==> src/rtl/voice_slot_alloc.sv <==
// Polyphonic voice allocator: note-on takes the lowest free voice, note-off releases the matching voice.
// Optional VOICE_STEAL_EN: when all voices are busy, a rotating pointer picks the voice to reassign.
module voice_slot_alloc #(
    parameter int VOICES = 8,
    parameter int NOTE_W = 7
) (
    input  logic              clk_i,
    input  logic              rst_i,
    input  logic              req_valid_i,
    input  logic              req_on_i,
    input  logic [NOTE_W-1:0] req_note_i,
    output logic              req_ready_o,
    output logic              alloc_valid_o,
    output logic [VOICES-1:0] alloc_slot_o,
    output logic [NOTE_W-1:0] alloc_note_o,
    output logic              rel_valid_o,
    output logic [VOICES-1:0] rel_slot_o,
    output logic [VOICES-1:0] busy_o,
    output logic              full_o,
    output logic              drop_o
);

    localparam int IDX_W = (VOICES > 1) ? $clog2(VOICES) : 1;

    typedef enum logic [1:0] {IDLE, FIND, COMMIT} state_t;

    state_t            state_q;
    logic              req_on_q;
    logic [NOTE_W-1:0] req_note_q;
    logic [VOICES-1:0] busy_q;
    logic [NOTE_W-1:0] note_q [VOICES];
    logic              alloc_valid_q;
    logic [VOICES-1:0] alloc_slot_q;
    logic [NOTE_W-1:0] alloc_note_q;
    logic              rel_valid_q;
    logic [VOICES-1:0] rel_slot_q;
    logic              drop_q;

    logic [VOICES-1:0] match_d;
    logic [VOICES-1:0] free_d;
    logic [IDX_W-1:0]  free_idx_d;

    // Scan from the top down so the lowest qualifying slot is the one that sticks.
    always_comb begin
        match_d    = '0;
        free_d     = '0;
        free_idx_d = '0;
        for (int i = VOICES - 1; i >= 0; i--) begin
            if (busy_q[i] && (note_q[i] == req_note_q)) begin
                match_d = VOICES'(1) << i;
            end
            if (!busy_q[i]) begin
                free_d     = VOICES'(1) << i;
                free_idx_d = IDX_W'(i);
            end
        end
    end

`ifdef VOICE_STEAL_EN
    logic [VOICES-1:0] steal_q;
    logic [IDX_W-1:0]  steal_idx_d;

    always_comb begin
        steal_idx_d = '0;
        for (int i = 0; i < VOICES; i++) begin
            if (steal_q[i]) steal_idx_d = IDX_W'(i);
        end
    end
`endif

    always_ff @(posedge clk_i or posedge rst_i) begin
        if (rst_i) begin
            state_q       <= IDLE;
            req_on_q      <= 1'b0;
            req_note_q    <= '0;
            busy_q        <= '0;
            for (int i = 0; i < VOICES; i++) note_q[i] <= '0;
            alloc_valid_q <= 1'b0;
            alloc_slot_q  <= '0;
            alloc_note_q  <= '0;
            rel_valid_q   <= 1'b0;
            rel_slot_q    <= '0;
            drop_q        <= 1'b0;
`ifdef VOICE_STEAL_EN
            steal_q       <= VOICES'(1);
`endif
        end else begin
            alloc_valid_q <= 1'b0;
            alloc_slot_q  <= '0;
            rel_valid_q   <= 1'b0;
            rel_slot_q    <= '0;
            drop_q        <= 1'b0;
            case (state_q)
                IDLE: begin
                    if (req_valid_i) begin
                        req_on_q   <= req_on_i;
                        req_note_q <= req_note_i;
                        state_q    <= FIND;
                    end
                end
                FIND: begin
                    // Decision is registered here so the result pulses for the whole COMMIT cycle.
                    state_q <= COMMIT;
                    if (req_on_q) begin
                        if (match_d != '0) begin
                            alloc_valid_q <= 1'b1;
                            alloc_slot_q  <= match_d;
                            alloc_note_q  <= req_note_q;
                        end else if (free_d != '0) begin
                            busy_q             <= busy_q | free_d;
                            note_q[free_idx_d] <= req_note_q;
                            alloc_valid_q      <= 1'b1;
                            alloc_slot_q       <= free_d;
                            alloc_note_q       <= req_note_q;
                        end else begin
`ifdef VOICE_STEAL_EN
                            note_q[steal_idx_d] <= req_note_q;
                            alloc_valid_q       <= 1'b1;
                            alloc_slot_q        <= steal_q;
                            alloc_note_q        <= req_note_q;
                            rel_valid_q         <= 1'b1;
                            rel_slot_q          <= steal_q;
                            steal_q             <= {steal_q[VOICES-2:0], steal_q[VOICES-1]};
`else
                            drop_q <= 1'b1;
`endif
                        end
                    end else if (match_d != '0) begin
                        busy_q      <= busy_q & ~match_d;
                        rel_valid_q <= 1'b1;
                        rel_slot_q  <= match_d;
                    end
                end
                default: state_q <= IDLE;
            endcase
        end
    end

    assign req_ready_o   = (state_q == IDLE);
    assign alloc_valid_o = alloc_valid_q;
    assign alloc_slot_o  = alloc_slot_q;
    assign alloc_note_o  = alloc_note_q;
    assign rel_valid_o   = rel_valid_q;
    assign rel_slot_o    = rel_slot_q;
    assign busy_o        = busy_q;
    assign full_o        = &busy_q;
    assign drop_o        = drop_q;

endmodule
==> config.mk <==
export PLATFORM = sky130hd
export DESIGN_NAME = voice_slot_alloc
export DESIGN_NICKNAME = d
export VERILOG_FILES = /design/src/rtl/voice_slot_alloc.sv
export SDC_FILE = /design/constraint.sdc
export NUM_CORES = 1
export LEC_CHECK = 0
export CAP_MARGIN = 40
export CELL_PAD_IN_SITES_DETAIL_PLACEMENT = 0
export CELL_PAD_IN_SITES_GLOBAL_PLACEMENT = 1
export CORE_MARGIN = 2
export CORE_UTILIZATION = 50
export CTS_CLUSTER_DIAMETER = 80
export CTS_CLUSTER_SIZE = 12
export DETAILED_ROUTE_END_ITERATION = 8
export PLACE_DENSITY = 0.82
export SYNTH_ARGS = -nofsm -noshare
export SYNTH_HDL_FRONTEND = slang
export SYNTH_SLANG_ARGS = --single-unit
==> constraint.sdc <==
create_clock -name clk_i -period 9.85 [get_ports clk_i]
set_input_delay 1.97 -clock clk_i [delete_from_list [all_inputs] [get_ports clk_i]]
set_output_delay 1.97 -clock clk_i [all_outputs]
set_load 0.03 [all_outputs]
# After elaboration in Yosys (flattened, before gate mapping)
# Index checks and enable logic that the tools add are counted.
[word_totals] register_bits=100 latch_bits=0 ramBits=0 mem_bits_ro=0 memories=0
[classes] addsub=0 multipliers=0 div=0 order_cmp=2 n_eq_ne=11 n_shift=0 n_mux=53 n_bitwise=5 n_reduce_logical=19
[ops] cell="2-to-1 mux 8 bit" count=27
[ops] cell="bitwise mux 56 bit" count=1
[ops] cell="== test 7 bit" count=8
[ops] cell="2-to-1 mux 3 bit" count=8
[ops] cell="demux 7 bit (select 3 bit)" count=1
[ops] cell="2-to-1 mux 7 bit" count=3
[ops] cell="nonzero test 8 bit" count=2
[ops] cell="2-to-1 mux 1 bit" count=11
[ops] cell="logical AND 1 bit" count=9
[ops] cell="AND 8 bit" count=1
[ops] cell="inverter 8 bit" count=1
[ops] cell="OR 8 bit" count=1
[ops] cell="AND reduction 4 bit" count=2
[ops] cell="AND reduction 8 bit" count=1
[ops] cell="greater-or-equal comparator 4 bit (second input constant)" count=1
[ops] cell="less-than comparator 4 x 1 -> 1 bit (second input constant)" count=1
[ops] cell="inequality test 2 bit (second input constant)" count=2
[ops] cell="inverter 3 -> 4 bit" count=1
[ops] cell="case mux 2 bit (2 select lines)" count=1
[ops] cell="nonzero test 2 bit" count=2
[ops] cell="AND reduction 3 bit" count=1
[ops] cell="== test 2 x 1 -> 1 bit (second input constant)" count=1
[ops] cell="logical NOT 2 bit" count=1
[ops] cell="2-to-1 mux 2 bit" count=1
[ops] cell="2 further kinds" count=2

# Logic depth before layout (Yosys ltp)
# Gate-level depths: netlist of run 1.
[logic_depth] word_depth=14 depth_mapped=10 mapped_depth_nobuf=7

# Least setup slack after synthesis of run 1
# OpenSTA, ideal clock, no wires.
[synth_path] kind="register -> output" start="register busy_q[1] (netlist: busy_o[1])" end="output port full_o" arrival_time_ns=1.658 required_time_ns=7.880 path_slack_ns=6.222 stages_incl_launch_ff=5 n_path_buf=0 cell_sequence="dfrtp_1 -> nand2_1 -> nor2_1 -> nand3_1 -> nor2_2"
[synth_via] elab_chain_len=1
[synth_lines] element="start, declared" line_no="30" source="logic [VOICES-1:0] busy_q;"
[synth_lines] element="start signal, assigned" line_no="110" source="busy_q <= busy_q | free_d;"
[synth_lines] element="start signal, assigned" line_no="129" source="busy_q <= busy_q & ~match_d;"
[synth_lines] element="AND reduction 8 bit" line_no="146" source="assign full_o = &busy_q;"
[synth_lines] element="end, declared" line_no="19" source="output logic full_o,"
# Every way passes these cells.

# Worst setup path after layout of run 1
[layout_path] start="register busy_q[0] (netlist: busy_o[0])" end="output port full_o"
# The elaborated chain is that of the path after synthesis.

==> results.sh, run 1 <==
export IMPL_seqCellArea_um2=2500
export IMPL_p_leak_nw=2.25
export IMPL_fin_crit_sh_pct=48.5
export IMPL_outcome="finished, final reports clean"
export IMPL_coreArea_um2=9200
export IMPL_route_top_layer_used="met4"
export IMPL_ys_seq_elements=100
export IMPL_cap_violations=0
export IMPL_critPathKind="flop to primary output"
export IMPL_drt_wl_total_um=9050
export IMPL_power_density_nw_per_um2=271
export IMPL_cp_required_ns=7.88
export IMPL_synthesis_nets=385
export IMPL_drt_met1_wl_um=4330
export IMPL_tightest_slew_ns=0.831
export IMPL_grt_pass1_vias=2924
export IMPL_startpoint_type="flop"
export IMPL_setup_slack_ns=5.07
export IMPL_dr_wl_met3_um=327
export IMPL_vias=2892
export IMPL_dr_pass1_iters=4
export IMPL_grt_start_max_net_pins=54
export IMPL_syn2layout_area_growth_pct=14.7
export IMPL_worstHoldPathType="flop to flop"
export IMPL_arrival_ns=2.81
export IMPL_syn_cell_area_um2=4720
export IMPL_start_util_pct=51.3
export IMPL_die_area_um2=10200
export IMPL_drv_slew=0
export IMPL_cp_max_fo=13
export IMPL_grt_overflow=0
export IMPL_synth_top_area_cell="dfrtp_1"
export IMPL_yosys_warnings=0
export IMPL_die_h_um=101
export IMPL_synth_flop_cell="dfrtp_1"
export IMPL_numCtsBuffers=9
export IMPL_async_flop_share_pct=100
export IMPL_yosysSeqAreaShare_pct=53.0
export IMPL_drc_errors=0
export IMPL_syn_inst=374
export IMPL_synth_top_area_share_pct=53.0
export IMPL_syn_area_per_cell_um2=12.6
export IMPL_yosysUniqueCellTypes=48
export IMPL_end_kind="primary output"
export IMPL_skew_ns=0.0106
export IMPL_die_x_um=101
export IMPL_cts_max_level=3
export IMPL_clk_pin_slew_ns=0.10
export IMPL_drive_above_1_share_pct=24.9
export IMPL_first_iter_violations=90
export IMPL_wl_met2_um=4210
export IMPL_cts_hold_buf=0
export IMPL_grt_usage_pct=19.3
export IMPL_root_buffer="clkbuf_8"
export IMPL_cts_resized=0
export IMPL_antenna_found_initial=0
export IMPL_synth_most_common_cell="dfrtp_1"
export IMPL_synthTopCellsByArea="dfrtp_1 53%, mux2_2 16%, xnor2_1 9.3%, nand4_1 2.3%, nor2_1 1.9%"
export IMPL_fmax_ghz=0.209
export IMPL_place_congestion=0.882
export IMPL_cts_tree="yes"
export IMPL_cts_buffer_depth=2
export IMPL_slew_headroom_pct=44.6
export IMPL_hpwl_um=6430
export IMPL_ir_drop_mv=0.140
export IMPL_cts_sinks=100
export IMPL_placementRows=35
export IMPL_io_buffers=46
export IMPL_dp_slack_ns=5.51
export IMPL_grt_pass1_wl_um=15200
export IMPL_fin_tns_setup_ns=0
export IMPL_min_period_ns=4.78
export IMPL_rsz0062_at_grt="no"
export IMPL_synth_edf_count=0
export IMPL_antenna_cells=0
export IMPL_routed_via_density=5.47
export IMPL_setup_violations_final=0
export IMPL_num_io_pins=47
export IMPL_final_core_util_pct=58.9
export IMPL_wl_per_cell_um=17.1
export IMPL_multi_input_area_um2=2060
export IMPL_finalHoldViolCount=0
export IMPL_synth_top_cells_by_count="100 x dfrtp_1, 69 x mux2_2, 50 x xnor2_1, 24 x nor2_1, 17 x nand4_1"
export IMPL_fill_cells=778
export IMPL_clock_latency_ns=0.37
export IMPL_fin_nets=424
export IMPL_ant_nets=0
export IMPL_cts_post_setup_buffers_inserted=0
[cell usage in the layout, fill, tap and decap left out, types with 2 or more instances in the layout]
cell type        instances
buf_4                    4
o22a_1                   4
o2bb2ai_1                2
xnor2_1                 50
a21oi_1                  6
nand3_2                  2
nor4_1                   2
and3_1                   2
dfrtp_1                100
xor2_1                   6
clkinv_4                 3
or3_1                    4
nor3_2                   2
mux2_2                  69
nand4_1                 17
nand3_1                  7
and2_1                   5
nand2_1                 12
nor3_1                   3
o21ai_0                  3
inv_1                    6
clkbuf_8                10
clkdlybuf4s50_1         46
and4_4                   2
nor2b_1                  2
nor2_1                  24
[layer usage]
metal  vias up  GRT usage (%)
li1       1386              -
met1      1423           27.5
met2        67           30.3
met3        16           2.28
met4         0           7.69
met5         -              0
[kinds of logic (layout without fill, tap and decap cells)]
kind of cell	Yosys count	count (layout)	synth area share, %
AND/OR/NAND/NOR	95	95	12.5
AO/OA/AOI/OAI	22	22	3.42
XOR/XNOR	56	56	10.4
flip-flops	100	100	53.0
buffers and inverters	29	73	3.44
multiplexers	72	72	17.2
[area by class of cell]
class	instances	area share, %
Multi-Input combinational cell	245	38.0
Tap cell	111	2.57
Clock inverter	6	1.09
Timing Repair Buffer	50	9.06
Sequential cell	100	46.2
Inverter	7	0.532
Clock buffer	10	2.54
[state kept, by name (all words and copies together) (netlist names), 2 cells and up]
name	count
note_q	56
alloc_slot_o	8
rel_slot_o	8
req_note_q	7
alloc_note_o	7
busy_o	8
state_q	2
[critical path, cell delays in order (launching register included)]
cell and delay, ns:
dfrtp_1 0.57, nand2_1 0.15, nor2_1 0.31, nand3_1 0.23
nor2_2 0.43, clkdlybuf4s50_1 0.76
[report_power, final]
group	internal, W	switching, W
combinational	0.000283	0.000277
sequential	0.000535	0.000120
clock	0.000103	0.000149
[final timing paths]
path,from,endpoint,slack (ns),cells past startpoint
max reg2reg,req_note_q[6],note_q[14],6.56,7
min in group asynchronous,rst_i,state_q[0],2.01,2
max in group asynchronous,rst_i,note_q[50],6.72,3
min,state_q[1],state_q[1],0.49,1
min reg2reg,state_q[1],state_q[1],0.49,1
max,busy_o[0],full_o,5.07,5
[per-stage QoR]
stage | instance area, um^2 | hold slack (ns) | power (W) | cells
2_1_floorplan | 4720 | 0.440 | 0.00108 | 374
3_3_place_gp | 5220 | 0.463 | 0.00121 | 513
3_5_place_dp | 5220 | 0.476 | 0.00123 | 513
4_1_cts | 5410 | 0.492 | 0.00148 | 529
5_1_grt | 5410 | 0.510 | 0.00156 | 529
6_report | 5410 | 0.488 | 0.00147 | 529
Note: power is estimated with default switching activity, not from simulation.
==> inputs of run 2 (changes only) <==
--- a/config.mk
+++ b/config.mk
@@ -9,11 +9,11 @@
 export CELL_PAD_IN_SITES_DETAIL_PLACEMENT = 0
 export CELL_PAD_IN_SITES_GLOBAL_PLACEMENT = 1
 export CORE_MARGIN = 2
-export CORE_UTILIZATION = 50
+export CORE_UTILIZATION = 42
 export CTS_CLUSTER_DIAMETER = 80
 export CTS_CLUSTER_SIZE = 12
 export DETAILED_ROUTE_END_ITERATION = 8
-export PLACE_DENSITY = 0.82
+export PLACE_DENSITY = 0.73
 export SYNTH_ARGS = -nofsm -noshare
 export SYNTH_HDL_FRONTEND = slang
 export SYNTH_SLANG_ARGS = --single-unit
==> constraint.sdc (replaced) <==
create_clock -name clk_i -period 4.3 [get_ports clk_i]
set_input_delay 0.86 -clock clk_i [delete_from_list [all_inputs] [get_ports clk_i]]
set_output_delay 0.86 -clock clk_i [all_outputs]
set_load 0.03 [all_outputs]
==> run 2 against run 1 <==
Global-route usage shrank 2.4 points; via count grew 0.76%; combinational power grew 130%; final cell count grew 6.0%; sequential power grew 130%; cell area grew 1.3%; register-to-register slack lost 5.4 ns; sequential share of layout area shrank 0.61 points; critical endpoint unchanged; largest cell class unchanged.
==> results.sh, run 2 (same netlist as run 1, synthesis figures left out) <==
export IMPL_ir_drop_mv=0.311
export IMPL_routed_via_density=5.19
export IMPL_grt_start_max_net_pins=66
export IMPL_regMostFlops="note_q"
export IMPL_hpwl_um=6600
export IMPL_drt_wl_total_um=9180
export IMPL_grt_pass1_wl_um=15400
export IMPL_dpl_cell_area_um2=5280
export IMPL_dr_pass1_iters=4
export IMPL_slew_headroom_pct=46.4
export IMPL_placementRows=38
export IMPL_tightest_slew_ns=0.805
export IMPL_cap_violations=0
export IMPL_ant_nets=0
export IMPL_largest_reg_flops=56
export IMPL_skew_ns=0.0104
export IMPL_fin_area_um2=5490
export IMPL_num_io_pins=47
export IMPL_fmax_ghz=0.279
export IMPL_grt_pass1_vias=2998
export IMPL_wl_per_cell_um=16.4
export IMPL_syn2layout_area_growth_pct=16.2
export IMPL_first_iter_violations=98
export IMPL_cts_buffer_depth=2
export IMPL_root_buffer="clkbuf_8"
export IMPL_cts_post_setup_buffers_inserted=0
export IMPL_p_leak_nw=2.28
export IMPL_die_h_um=110
export IMPL_rsz0062_at_grt="no"
export IMPL_cp_max_fo=13
export IMPL_dp_cells=546
export IMPL_power_density_nw_per_um2=620
export IMPL_final_core_util_pct=50.4
export IMPL_numCtsBuffers=9
export IMPL_end_kind="primary output"
export IMPL_vias=2914
export IMPL_final_cell_mix="100 x dfrtp_1, 69 x mux2_2, 50 x xnor2_1"
export IMPL_die_x_um=110
export IMPL_drc_errors=0
export IMPL_coreArea_um2=10900
export IMPL_outcome="finished, final reports clean"
export IMPL_setup_violations_final=0
export IMPL_seqCellArea_um2=2500
export IMPL_arrival_ns=2.72
export IMPL_place_congestion=0.782
export IMPL_fin_tns_setup_ns=0
export IMPL_startpoint_type="flop"
export IMPL_min_period_ns=3.58
export IMPL_cts_sinks=100
export IMPL_cts_max_level=3
export IMPL_worstHoldPathType="flop to flop"
export IMPL_antenna_cells=0
export IMPL_clock_latency_ns=0.36
export IMPL_cp_required_ns=3.44
export IMPL_cts_resized=0
export IMPL_fin_crit_sh_pct=83.2
export IMPL_fin_nets=428
export IMPL_antenna_found_initial=0
export IMPL_finalHoldViolCount=0
export IMPL_drive_above_1_share_pct=24.9
export IMPL_final_cell_count_no_fill=561
export IMPL_fill_cells=991
export IMPL_cts_hold_buf=0
export IMPL_clk_pin_slew_ns=0.09
export IMPL_multi_input_area_um2=2060
export IMPL_io_buffers=46
export IMPL_grt_usage_pct=16.9
export IMPL_grt_overflow=0
export IMPL_cts_tree="yes"
export IMPL_critPathKind="flop to primary output"
export IMPL_fin_hold_ws_ns=0.480
export IMPL_drv_slew=0
export IMPL_die_area_um2=12100
export IMPL_final_common_cell="dfrtp_1"
export IMPL_start_util_pct=43.4
## run 2: cell count changes in the layout (fill, tap and decap cells not counted), sizes merged
cell      delta
inv          -1
bufinv       +1
clkbuf       +4
clkinvlp     -1
buf          +4
clkinv       -4
## run 2: per-layer routing
layer / part of all wire (%) / vias to the layer above / global-route usage (%) / routed length, um
li1: - / 1388 / - / -
met3: 4.1 / 11 / 2.65 / 379
met2: 45 / 62 / 26.0 / 4140
met1: 49 / 1453 / 23.9 / 4520
met5: 0 / - / 0 / 0
met4: 1.4 / 0 / 6.60 / 133
## run 2: cell type report
cell class / instances / area share (%)
Clock buffer: 14 / 3.15
Clock inverter: 1 / 0.547
Inverter: 7 / 0.525
Multi-Input combinational cell: 245 / 37.5
Sequential cell: 100 / 45.6
Tap cell: 140 / 3.19
Timing Repair Buffer: 54 / 9.49
## run 2: path summary, 6_finish.rpt
kind	from	endpoint	slack, ns	cells after the start
worst max-delay path	busy_o[0]	full_o	0.72	5
worst min-delay path	state_q[1]	state_q[1]	0.48	1
worst max register to register	req_note_q[3]	note_q[24]	1.17	7
worst min register to register	state_q[1]	state_q[1]	0.48	1
max in group asynchronous	rst_i	note_q[0]	2.54	3
min in group asynchronous	rst_i	busy_o[3]	1.00	2
## run 2: critical path, stage by stage, from the launching register on
cell             delay [ns]
dfrtp_1                0.58
nand2_1                0.15
nor2_1                 0.28
nand3_1                0.20
nor2_2                 0.40
clkdlybuf4s50_1        0.76
## run 2: where the power goes
group | leakage [nW] | switching, W | internal (W)
sequential | 1.29 | 0.000287 | 0.00123
clock | 0.103 | 0.000305 | 0.000315
combinational | 0.892 | 0.000613 | 0.000657
total | 2.28 | 0.00120 | 0.00220
## run 2: metrics by stage
step,worst slack (ns),power [W]
after detailed placement,1.09,0.00282
after floorplan,0.821,0.00248
after CTS,0.671,0.00344
final,0.722,0.00340
after global routing,0.498,0.00364
after global placement,1.13,0.00280
==> inputs of run 3 (changes only) <==
--- a/config.mk
+++ b/config.mk
@@ -9,11 +9,11 @@
 export CELL_PAD_IN_SITES_DETAIL_PLACEMENT = 0
 export CELL_PAD_IN_SITES_GLOBAL_PLACEMENT = 1
 export CORE_MARGIN = 2
-export CORE_UTILIZATION = 42
+export CORE_UTILIZATION = 46
 export CTS_CLUSTER_DIAMETER = 80
 export CTS_CLUSTER_SIZE = 12
 export DETAILED_ROUTE_END_ITERATION = 8
-export PLACE_DENSITY = 0.73
+export PLACE_DENSITY = 0.76
 export SYNTH_ARGS = -nofsm -noshare
 export SYNTH_HDL_FRONTEND = slang
 export SYNTH_SLANG_ARGS = --single-unit
==> constraint.sdc (replaced) <==
create_clock -name clk_i -period 3.5 [get_ports clk_i]
set_input_delay 0.7 -clock clk_i [delete_from_list [all_inputs] [get_ports clk_i]]
set_output_delay 0.7 -clock clk_i [all_outputs]
set_load 0.03 [all_outputs]
==> run 3 against run 2 <==
Routed wire length grew 3.6%; sequential share of layout area shrank 0.58 points; cell area increased by 1.3%; clock skew increased by 0.0011 ns; largest cell class unchanged; highest routed layer unchanged; largest power group unchanged; non-clock buffer count is 7 higher; worst hold slack got worse by 0.0027 ns; first-iteration DRC count down 8.2%.
==> results.sh, run 3 (same netlist as run 1, synthesis figures left out) <==
export IMPL_reg2reg_slack_ns=0.35
export IMPL_fmax_ghz=0.317
export IMPL_wl_per_cell_um=16.9
export IMPL_worstHoldPathType="flop to flop"
export IMPL_cts_sinks=100
export IMPL_die_x_um=105
export IMPL_p_leak_nw=2.32
export IMPL_fin_crit_sh_pct=90.1
export IMPL_clk_pin_slew_ns=0.09
export IMPL_grt_pass1_wl_um=15900
export IMPL_power_clock_fraction_pct=18.7
export IMPL_internal_power_w=0.00274
export IMPL_combPwrFrac_pct=37.6
export IMPL_end_kind="flop"
export IMPL_multi_input_area_um2=2060
export IMPL_num_io_pins=47
export IMPL_grt_pass1_vias=3040
export IMPL_tightest_slew_ns=0.847
export IMPL_ir_drop_mv=0.385
export IMPL_outcome="finished, final reports clean"
export IMPL_place_congestion=0.837
export IMPL_drt_wl_total_um=9510
export IMPL_largest_reg_flops=56
export IMPL_drc_errors=0
export IMPL_first_iter_violations=90
export IMPL_cap_violations=0
export IMPL_vias=2936
export IMPL_cts_post_setup_buffers_inserted=0
export IMPL_cts_buffer_depth=2
export IMPL_fill_cells=837
export IMPL_final_cell_mix="100 x dfrtp_1, 69 x mux2_2, 50 x xnor2_1"
export IMPL_final_core_util_pct=56.3
export IMPL_start_util_pct=47.9
export IMPL_finalHoldViolCount=0
export IMPL_placementRows=36
export IMPL_cp_required_ns=3.76
export IMPL_skew_ns=0.0115
export IMPL_die_area_um2=11100
export IMPL_dr_pass1_iters=4
export IMPL_cts_hold_buf=0
export IMPL_startpoint_type="flop"
export IMPL_grt_usage_pct=18.5
export IMPL_drv_slew=0
export IMPL_power_density_nw_per_um2=766
export IMPL_clock_latency_ns=0.37
export IMPL_rsz0062_at_grt="no"
export IMPL_critPathKind="flop to flop"
export IMPL_numCtsBuffers=9
export IMPL_seqCellArea_um2=2500
export IMPL_regMostFlops="note_q"
export IMPL_syn2layout_area_growth_pct=17.7
export IMPL_root_buffer="clkbuf_8"
export IMPL_min_period_ns=3.15
export IMPL_antenna_found_initial=0
export IMPL_setup_violations_final=0
export IMPL_routed_via_density=5.22
export IMPL_grt_overflow=0
export IMPL_fin_nets=435
export IMPL_final_common_cell="dfrtp_1"
export IMPL_p_seq_share_pct=43.6
export IMPL_grt_start_max_net_pins=74
export IMPL_slew_headroom_pct=43.5
export IMPL_cts_resized=0
export IMPL_hpwl_um=6940
export IMPL_cts_tree="yes"
export IMPL_p_sw_share_pct=35.7
export IMPL_arrival_ns=3.41
export IMPL_fin_tns_setup_ns=0
export IMPL_drive_above_1_share_pct=26.6
export IMPL_antenna_cells=0
export IMPL_cts_max_level=3
export IMPL_p_switching_w=0.00152
export IMPL_coreArea_um2=9860
export IMPL_die_h_um=105
export IMPL_io_buffers=46
export IMPL_ant_nets=0
export IMPL_cp_max_fo=18
export IMPL_power_w=0.00426
[run 3: worst paths after layout]
| check | start | endpoint | cells after the start |
|---|---|---|---|
| min in group asynchronous | rst_i | rel_slot_o[7] | 2 |
| max reg2reg | req_note_q[2] | note_q[36] | 6 |
| min reg2reg | state_q[1] | state_q[1] | 1 |
| max in group asynchronous | rst_i | note_q[37] | 3 |
| min | state_q[1] | state_q[1] | 1 |
| max | req_note_q[2] | note_q[36] | 6 |
[run 3: power groups by stage]
stage / Combinational (W) / Clock [W] / Sequential (W)
finish: 0.00160 / 0.000798 / 0.00186
CTS: 0.00162 / 0.000824 / 0.00186
detailed placement: 0.00161 / 0 / 0.00188
global route: 0.00174 / 0.000863 / 0.00192
global placement: 0.00160 / 0 / 0.00187
floorplan: 0.00115 / 0 / 0.00189
[run 3: per-layer routing]
layer | part of all wire (%) | GRT usage (%) | vias to the layer above
met2 | 48 | 30.2 | 61
met3 | 3.2 | 3.03 | 11
li1 | - | - | 1404
met4 | 1.5 | 7.33 | 0
met1 | 47 | 24.7 | 1460
met5 | 0 | 0 | -
[run 3: layout make-up]
cell class,instances,share of cell area [%]
well taps,133,2.99
repair buffers,61,10.5
clock inverters,6,1.60
flip-flops and latches,100,45.0
multi-input cells,245,37.0
inverters,7,0.518
clock buffers,10,2.30
[run 3: metrics by stage]
step / hold slack [ns] / std cells / setup WS (ns) / cell area [um^2]
finish: 0.477 / 562 / 0.348 / 5560
global route: 0.534 / 562 / 0.163 / 5560
CTS: 0.481 / 562 / 0.341 / 5560
detailed placement: 0.468 / 546 / 0.362 / 5340
global placement: 0.461 / 546 / 0.417 / 5340
floorplan: 0.440 / 374 / 0.181 / 4720
[run 3: critical path: stages, from the launching register on]
cell and delay [ns]:
dfrtp_1 0.90, xnor2_1 0.24, and4_4 0.27, nor3_4 0.29, nand4b_4 0.32, nor4_4 0.61, mux2_2 0.40
